<file path="src/rtl/locker_access_ctrl.sv">
// Round-robin sequencer sharing one serial password locker between a front panel (0) and an admin console (1).
// Optional build macro ADMIN_BYPASS_EN lets the admin console be serviced during a lockout.
module locker_access_ctrl #(
    parameter int RESULT_LAT     = 1,
    parameter int LOCKOUT_CYCLES = 1000
) (
    input  logic        CLK,
    input  logic        RST,
    input  logic [1:0]  req_valid,
    input  logic [1:0]  req_mode,
    input  logic [31:0] req_code,
    output logic [1:0]  req_ready,
    output logic [1:0]  resp_valid,
    output logic        resp_unlock,
    output logic        resp_err,
    output logic        resp_alert,
    output logic [3:0]  lk_code,
    output logic        lk_mode,
    output logic        lk_en,
    input  logic        lk_unlock,
    input  logic        lk_err,
    input  logic        lk_alert,
    output logic        busy,
    output logic        locked_out
);

    localparam int WAIT_W = (RESULT_LAT > 1) ? $clog2(RESULT_LAT + 1) : 1;
    localparam int LO_W   = (LOCKOUT_CYCLES > 1) ? $clog2(LOCKOUT_CYCLES + 1) : 1;

    typedef enum logic [2:0] {
        S_IDLE,
        S_SEND,
        S_WAIT,
        S_RESP,
        S_LOCKOUT
    } state_t;

    state_t              state_q, state_d;
    logic                ptr_q, ptr_d;
    logic                gnt_q, gnt_d;
    logic [15:0]         code_q, code_d;
    logic                mode_q, mode_d;
    logic [1:0]          dig_idx_q, dig_idx_d;
    logic [WAIT_W-1:0]   wait_cnt_q, wait_cnt_d;
    logic [LO_W-1:0]     lock_cnt_q, lock_cnt_d;
    logic [3:0]          lk_code_q, lk_code_d;
    logic                lk_mode_q, lk_mode_d;
    logic                lk_en_q, lk_en_d;
    logic [1:0]          resp_valid_q, resp_valid_d;
    logic                resp_unlock_q, resp_unlock_d;
    logic                resp_err_q, resp_err_d;
    logic                resp_alert_q, resp_alert_d;

    logic                arb_idx;
    logic                start;
    logic [3:0]          next_digit;

    function automatic logic [3:0] digit_sel(input logic [15:0] code, input logic [1:0] idx);
        return code[{idx, 2'b00} +: 4];
    endfunction

    // Pointer names the favoured requester; a lone valid requester wins regardless.
    always_comb begin
        arb_idx = ptr_q;
        if (!req_valid[ptr_q]) begin
            arb_idx = ~ptr_q;
        end
    end

    always_comb begin
        req_ready = 2'b00;
        if (!RST) begin
            if (state_q == S_IDLE && (|req_valid)) begin
                req_ready[arb_idx] = 1'b1;
            end
`ifdef ADMIN_BYPASS_EN
            if (state_q == S_LOCKOUT) begin
                req_ready[1] = req_valid[1];
            end
`endif
        end
    end

    assign start      = |req_ready;
    assign next_digit = digit_sel(code_q, 2'(dig_idx_q + 2'd1));

    always_comb begin
        state_d       = state_q;
        ptr_d         = ptr_q;
        gnt_d         = gnt_q;
        code_d        = code_q;
        mode_d        = mode_q;
        dig_idx_d     = dig_idx_q;
        wait_cnt_d    = wait_cnt_q;
        lock_cnt_d    = lock_cnt_q;
        lk_en_d       = 1'b0;
        lk_code_d     = 4'd0;
        lk_mode_d     = 1'b1;
        resp_valid_d  = 2'b00;
        resp_unlock_d = 1'b0;
        resp_err_d    = 1'b0;
        resp_alert_d  = 1'b0;

        case (state_q)
            S_IDLE: ;
            S_SEND: begin
                if (dig_idx_q == 2'd3) begin
                    state_d    = S_WAIT;
                    wait_cnt_d = WAIT_W'(1);
                end else begin
                    dig_idx_d = 2'(dig_idx_q + 2'd1);
                    lk_en_d   = 1'b1;
                    lk_code_d = next_digit;
                    lk_mode_d = mode_q;
                end
            end
            // Verdict is captured RESULT_LAT cycles after the last strobe.
            S_WAIT: begin
                if (wait_cnt_q == WAIT_W'(RESULT_LAT)) begin
                    state_d              = S_RESP;
                    resp_valid_d[gnt_q]  = 1'b1;
                    resp_unlock_d        = lk_unlock;
                    resp_err_d           = lk_err;
                    resp_alert_d         = lk_alert;
                end else begin
                    wait_cnt_d = WAIT_W'(wait_cnt_q + WAIT_W'(1));
                end
            end
            S_RESP: begin
                if (resp_alert_q) begin
                    state_d    = S_LOCKOUT;
                    lock_cnt_d = LO_W'(LOCKOUT_CYCLES);
                end else begin
                    state_d = S_IDLE;
                end
            end
            S_LOCKOUT: begin
                if (lock_cnt_q <= LO_W'(1)) begin
                    state_d    = S_IDLE;
                    lock_cnt_d = '0;
                end else begin
                    lock_cnt_d = LO_W'(lock_cnt_q - LO_W'(1));
                end
            end
            default: state_d = S_IDLE;
        endcase

        // A grant (from IDLE, or the admin bypass in LOCKOUT) overrides the above.
        if (start) begin
            state_d    = S_SEND;
            gnt_d      = arb_idx;
            ptr_d      = ~arb_idx;
            code_d     = arb_idx ? req_code[31:16] : req_code[15:0];
            mode_d     = req_mode[arb_idx];
            dig_idx_d  = 2'd0;
            lock_cnt_d = '0;
            lk_en_d    = 1'b1;
            lk_code_d  = arb_idx ? req_code[19:16] : req_code[3:0];
            lk_mode_d  = req_mode[arb_idx];
        end
    end

    always_ff @(posedge CLK) begin
        if (RST) begin
            state_q       <= S_IDLE;
            ptr_q         <= 1'b0;
            gnt_q         <= 1'b0;
            code_q        <= 16'd0;
            mode_q        <= 1'b0;
            dig_idx_q     <= 2'd0;
            wait_cnt_q    <= '0;
            lock_cnt_q    <= '0;
            lk_code_q     <= 4'd0;
            lk_mode_q     <= 1'b1;
            lk_en_q       <= 1'b0;
            resp_valid_q  <= 2'b00;
            resp_unlock_q <= 1'b0;
            resp_err_q    <= 1'b0;
            resp_alert_q  <= 1'b0;
        end else begin
            state_q       <= state_d;
            ptr_q         <= ptr_d;
            gnt_q         <= gnt_d;
            code_q        <= code_d;
            mode_q        <= mode_d;
            dig_idx_q     <= dig_idx_d;
            wait_cnt_q    <= wait_cnt_d;
            lock_cnt_q    <= lock_cnt_d;
            lk_code_q     <= lk_code_d;
            lk_mode_q     <= lk_mode_d;
            lk_en_q       <= lk_en_d;
            resp_valid_q  <= resp_valid_d;
            resp_unlock_q <= resp_unlock_d;
            resp_err_q    <= resp_err_d;
            resp_alert_q  <= resp_alert_d;
        end
    end

    assign lk_code     = lk_code_q;
    assign lk_mode     = lk_mode_q;
    assign lk_en       = lk_en_q;
    assign resp_valid  = resp_valid_q;
    assign resp_unlock = resp_unlock_q;
    assign resp_err    = resp_err_q;
    assign resp_alert  = resp_alert_q;
    assign busy        = (state_q != S_IDLE);
    assign locked_out  = (state_q == S_LOCKOUT);

endmodule

</file>
<file path="config.mk">
export PLATFORM = sky130hd
export DESIGN_NAME = locker_access_ctrl
export DESIGN_NICKNAME = d
export VERILOG_FILES = /design/src/rtl/locker_access_ctrl.sv
export SDC_FILE = /design/constraint.sdc
export NUM_CORES = 1
export LEC_CHECK = 0
export ABC_AREA = 1
export BUFFER_PORTS_ARGS = -buffer_cell sky130_fd_sc_hd__buf_2
export CAP_MARGIN = 20
export CELL_PAD_IN_SITES_DETAIL_PLACEMENT = 2
export CELL_PAD_IN_SITES_GLOBAL_PLACEMENT = 2
export CORE_UTILIZATION = 25
export DETAILED_ROUTE_END_ITERATION = 10
export GPL_ROUTABILITY_DRIVEN = 0
export PLACE_DENSITY_LB_ADDON = 0.2
export SYNTH_ARGS = -nofsm -noshare
export SYNTH_HDL_FRONTEND = slang
export SYNTH_SLANG_ARGS = --single-unit
export TNS_END_PERCENT = 20
</file>
<file path="constraint.sdc">
create_clock -name CLK -period 1.42 [get_ports CLK]
set_input_delay 0.284 -clock CLK [delete_from_list [all_inputs] [get_ports CLK]]
set_output_delay 0.284 -clock CLK [all_outputs]
set_load 0.02 [all_outputs]
</file>
## After elaboration in Yosys (flattened, before gate mapping)

Cells that the tools add are included.

- Add/sub/neg operators: 3
- Multipliers: 0
- Divide/modulo/power cells: 0
- $lt $le $gt $ge: 6
- Equality and inequality tests: 13
- Shift-type cells: 1
- Multiplexer cells: 34
- Bitwise logic cells: 6
- Reductions and logical operators: 16

Operators with widths:

| cell | number |
|---|---|
| 10-bit 2-to-1 mux | 2 |
| 10-bit case mux with 2 select lines | 1 |
| 1-bit 2-to-1 mux | 16 |
| 16-bit 2-to-1 mux | 1 |
| 4-bit 2-to-1 mux | 4 |
| 16-bit by 5-bit variable part select with 4-bit output | 1 |
| 3-bit case mux with 5 select lines | 1 |
| 3-bit 2-to-1 mux | 4 |
| 10-bit by 1-bit less-or-equal comparator with 1-bit output (second input constant) | 1 |
| 10-bit by 1-bit subtractor with 10-bit output (second input constant) | 1 |
| 2-bit inequality test (second input constant) | 4 |
| 4-bit AND reduction | 2 |
| 3-bit by 2-bit == test with 1-bit output (second input constant) | 2 |
| 1-bit by 2-bit less-than comparator with 1-bit output (second input constant) | 3 |
| 3-bit inequality test (second input constant) | 2 |
| 1-bit NOT | 6 |
| 2-bit AND reduction | 3 |
| 3-bit OR reduction | 2 |
| 2-bit 2-to-1 mux | 2 |
| 2-bit nonzero test | 2 |
| 2-bit OR reduction | 2 |
| 3-bit by 1-bit == test with 1-bit output (second input constant) | 1 |
| 3-bit == test (second input constant) | 1 |
| 1-bit logical AND | 3 |
| 10 further kinds | 12 |

- Register bits: 46
- Latch bits: 0
- Memory bits (writable): 0
- Memory bits (read-only): 0
- Bits of input ports: 41
- Output and inout port bits: 15
- Logic and storage cells: 95
- Memories: 0

## Longest topological paths before layout

- Word-level depth: 12
- Gate-level depth with buffers: 9
- Gate-level depth less buffers: 9

## Worst setup path after synthesis

No wires, ideal clock.

- Path kind: register to output
- Start: reg state_q[0]
- End: out req_ready[1]
- Data arrival time: 1.201 ns
- Data required time: 1.136 ns
- Slack: -0.065 ns
- Cell stages (with the launch flop): 7
- Path buffers: 0
- Cells stage by stage: dfxtp_1 > nor2_2 > nand2_2 > nor2_4 > nand2_4 > or2_2 > inv_1

- Cells in the longest elaborated chain, start to end: 4

RTL lines:

| item | RTL line | RTL |
|---|---|---|
| start, declared | 38 | `state_t state_q, state_d;` |
| start signal, assigned | 181 | `state_q <= state_d;` |
| 3-bit logical NOT | 73 | `if (state_q == S_IDLE && (\|req_valid)) begin` |
| 1-bit logical AND | 73 |  |
| 2-bit 2-to-1 mux | 73 |  |
| 2-bit 2-to-1 mux | 72 | `if (!RST) begin` |
| end, declared | 12 | `output logic [1:0] req_ready,` |

Every way passes these cells.

## Final worst setup path

- Start: reg state_q[2]
- End: out req_ready[1]

Same word-level chain as after synthesis.

==> summary.md <==
| Metric | Value |
|---|---|
| Status | `finished with violations` |
| Failing checks | `negative setup slack` |
| Number of buffers between clock root and the deepest sink | `2` |
| Cells on Worst Hold Path | `3` |
| Largest net degree at the start of global routing | `35` |
| Sequential element share of the synthesized area | `0.412` |
| # diodes | `0` |
| Detailed-route vias per instance | `4.61` |
| Count of state elements after synthesis | `46` |
| Starting density of the core | `0.258` |
| Cell count of the worst reg-to-reg path | `8` |
| Category of the worst setup path launch point | `flop` |
| Setup CP Type | `reg -> out` |
| CP Data Arrival Time | `~1.4 ns` |
| Detailed Routing Iterations Pass 1 | `3` |
| Clock insertion delay at the later pin of the skew report | `roughly 0.30 ns` |
| Reg-to-reg endpoint | `ptr_q$_SDFFE_PP0P_` |
| Max_slew headroom | `0.811` |
| Post-layout nets | `between 400 and 500` |
| Launch point of the worst hold path | `lk_err` |
| Clock Pin Slew Worst Setup and Hold Paths | `roughly 0.090 ns` |
| Power per unit of standard cell area | `872 nW/um^2` |
| First-pass GRT wire length | `about 12000 um` |
| Beginning of the worst register-to-register path | `state_q[2]$_SDFFE_PP0P_` |
| Core box area | `between 8000 and 9000 um^2` |
| Share of synthesized flip-flops with an asynchronous set or reset | `0` |
| Post-Synthesis Cells | `326` |
| Share of the synthesized netlist area taken by xor and xnor gates | `0.00783` |
| Post-route clock period utilization | `1.19` |
| Area growth from synthesis to layout | `36.3%` |
| Largest cells by area after synthesis | `sky130_fd_sc_hd__dfxtp_1 41%, sky130_fd_sc_hd__nand2_1 14%, sky130_fd_sc_hd__o21ai_0 8.1%, sky130_fd_sc_hd__inv_1 7.9%, sky130_fd_sc_hd__a21oi_1 6.0%` |
| Total Power | `between 2 and 3 mW` |
| Register-to-register setup slack | `around 0.06 ns` |
| Top fanout value on the critical path | `2` |
| DR iter-0 viols | `21` |
| Most common cell after layout, fill and taps aside | `sky130_fd_sc_hd__nand2_1` |
| Distinct cell type count of the synthesized netlist | `29` |
| Simple-gate area share of the yosys netlist | `0.264` |
| I/O pin total | `56` |
| Complex-gate fraction of the synthesized area | `0.181` |
| Fraction of post-synthesis cell area in the top cell type by area | `0.412` |
| Final worst clock skew | `slightly below 0.006 ns` |
| Clock H-tree levels | `2` |
| Clock tree root buffer cell | `sky130_fd_sc_hd__clkbuf_8` |
| Terminating pin of the worst hold path | `resp_err$_SDFF_PP0_` |
| Die boundary height | `96.6 um` |
| Estimated wirelength of the detail-placed design | `5170 um` |
| CTS Sinks | `46` |
| Number of buffers created by CTS | `5` |
| Top cell type by total area after synthesis | `sky130_fd_sc_hd__dfxtp_1` |
| Commonest register cell after synthesis | `sky130_fd_sc_hd__dfxtp_1` |
| Final worst slack | `-0.275 ns` |
| Cell leakage power | `roughly 1.5 nW` |
| DIE WIDTH | `96.6 um` |
| Number of port buffers | `55` |
| Post-route DRC violation count | `0` |
| Area of the die | `~9300 um^2` |
| Max Freq | `between 0.5 and 0.6 GHz` |
| Share of layout cells above drive strength 1 | `0.325` |
| Max-Cap Viols | `0` |
| Number of antenna violations at the first check in global routing | `0` |
| Number of synthesized flops with an enable pin | `0` |
| Req. time, crit path | `about 1.1 ns` |
| Number of hold violations in the final report | `0` |
| Number of max-slew violations in the final report | `0` |
| Transition time at the pin with the least slew margin | `between 0.2 and 0.3 ns` |
| Final setup fails | `4` |
| Synthesized area per cell | `just under 7 um^2` |
| Total gr overflow | `0` |
| DRT Wirelength | `roughly 6900 um` |
| Remaining number of nets flagged by the antenna check after routing | `0` |
| Vias post-DR | `between 2000 and 2500` |
| Total Negative Setup Slacks | `-0.757 ns` |
| Min Clock Period, post-route | `~1.7 ns` |
| Setup crit end kind | `output pin` |
| Hold-fix buffers at CTS | `0` |
| Net count of the mapped netlist | `370` |
| Synthesized-area fraction occupied by adder cells | `0.0168` |
| TritonCTS clock tree | `yes` |
| Post-synthesis cell area | `about 2200 um^2` |
| Final hold slack | `around 0.19 ns` |
| Number of global-route vias before repair | `~2600` |
| Global-route usage over all layers | `0.161` |
| Unrepaired setup endpoints after global routing | `true` |
| Dominant combinational cell family by area after synthesis | `simple AND/OR/NAND/NOR gates` |
| Final Util | `0.351` |
| Classification of the worst-slack hold path | `in -> reg` |
| Yosys warnings | `0` |
| Leading cell types in the layout, fill and taps excluded | `79 x sky130_fd_sc_hd__nand2_1, 51 x sky130_fd_sc_hd__buf_2, 42 x sky130_fd_sc_hd__inv_1, 41 x sky130_fd_sc_hd__dfxtp_1, 36 x sky130_fd_sc_hd__o21ai_0` |
| Placement Rows | `34` |
| Maximum resistive drop on vdd | `slightly above 0.0003 V` |
| Share of synthesized area spent on multiplexers | `0` |
| Final routed wire length divided by cell count | `13.4 um` |
==> state kept, by name, summed over array words and instances (netlist names) <==
signal / cells
state_q: 3
lk_en: 1
gnt_q: 1
ptr_q: 1
code_q: 16
resp_unlock: 1
resp_valid: 2
lock_cnt_q: 10
lk_code: 4
wait_cnt_q: 1
dig_idx_q: 2
resp_err: 1
mode_q: 1
resp_alert: 1
lk_mode: 1
==> synthesized netlist by cell type (2+ instances only) <==
cell type and number:
sky130_fd_sc_hd__inv_1 47, sky130_fd_sc_hd__nand3_1 22, sky130_fd_sc_hd__nor2_4 2, sky130_fd_sc_hd__buf_2 4
sky130_fd_sc_hd__nor2_1 19, sky130_fd_sc_hd__a21oi_2 5, sky130_fd_sc_hd__inv_2 3, sky130_fd_sc_hd__xor2_1 2
sky130_fd_sc_hd__o21ai_0 36, sky130_fd_sc_hd__nand2_1 84, sky130_fd_sc_hd__clkbuf_1 2, sky130_fd_sc_hd__buf_6 2
sky130_fd_sc_hd__o21ai_1 6, sky130_fd_sc_hd__a21oi_1 27, sky130_fd_sc_hd__ha_1 3, sky130_fd_sc_hd__nor3_1 2
sky130_fd_sc_hd__or2_2 2, sky130_fd_sc_hd__buf_4 2, sky130_fd_sc_hd__dfxtp_1 46
==> cell type report <==
cell class,instances,area [um^2]
Fill cell,1087,5630
Clock buffer,6,72.6
Sequential cell,46,927
Timing Repair Buffer,86,563
Tap cell,108,135
Clock inverter,1,7.51
Inverter,51,196
Multi-Input combinational cell,219,1140
==> power breakdown <==
group | total (mW) | internal [mW] | switching, mW
combinational | 0.489 | 0.202 | 0.287
sequential | 1.38 | 1.35 | 0.0258
clock | 0.788 | 0.339 | 0.449
==> repair_timing <==
item / CTS / global route
gates cloned: 0 / 1
endpoints found under the hold margin: 0 / 0
endpoints found under the setup margin: 15 / 35
setup buffers: 5 / 3
pin swaps: 3 / 5
gates resized for setup: 29 / 18
==> through the flow <==
step                      setup WS, ns  cell area, um^2  cells
after detailed placement       -0.0574             2760    502
final                           -0.275             3050    517
after global routing            -0.337             3050    517
after global placement         0.00986             2760    502
after floorplan                -0.0252             2240    326
after CTS                       -0.287             2960    513
==> cells by family (layout without fill, tap and decap cells) <==
logic type      after synthesis  after routing
compound gates               76             76
xor+xnor                      2              2
flops                        46             46
simple gates                137            138
buf+inv                      62            144
fa+ha+maj                     3              3
==> layer usage <==
metal  track usage  up-vias  part of all wire
li1              -     1199                 -
met1         0.173     1154              0.42
met2         0.323       24              0.55
met3        0.0290        5             0.021
met4        0.0331        0            0.0066
met5             0        -                 0
==> how the worst max path moves through the flow <==
stage | cells after the start | end | from | slack [ns]
3_3_place_gp | 7 | req_ready[1] | state_q[2]$_SDFFE_PP0P_ | 0.01
4_1_cts | 7 | req_ready[1] | state_q[2]$_SDFFE_PP0P_ | -0.29
6_report | 7 | req_ready[1] | state_q[2]$_SDFFE_PP0P_ | -0.28
3_5_place_dp | 6 | lock_cnt_q[5]$_SDFFE_PP0P_ | lock_cnt_q[0]$_SDFFE_PP0P_ | -0.06
5_1_grt | 7 | req_ready[1] | state_q[2]$_SDFFE_PP0P_ | -0.34
2_1_floorplan | 6 | req_ready[1] | state_q[0]$_SDFFE_PP0P_ | -0.03
==> worst max-delay path: stages (launching register included) <==
cell	delay, ns
sky130_fd_sc_hd__dfxtp_2	0.34
sky130_fd_sc_hd__nor2_2	0.12
sky130_fd_sc_hd__nand2_2	0.09
sky130_fd_sc_hd__nor2_4	0.12
sky130_fd_sc_hd__nand2_4	0.06
sky130_fd_sc_hd__or2_4	0.23
sky130_fd_sc_hd__inv_2	0.05
sky130_fd_sc_hd__buf_6	0.10
(Power assumes the default switching activity.)
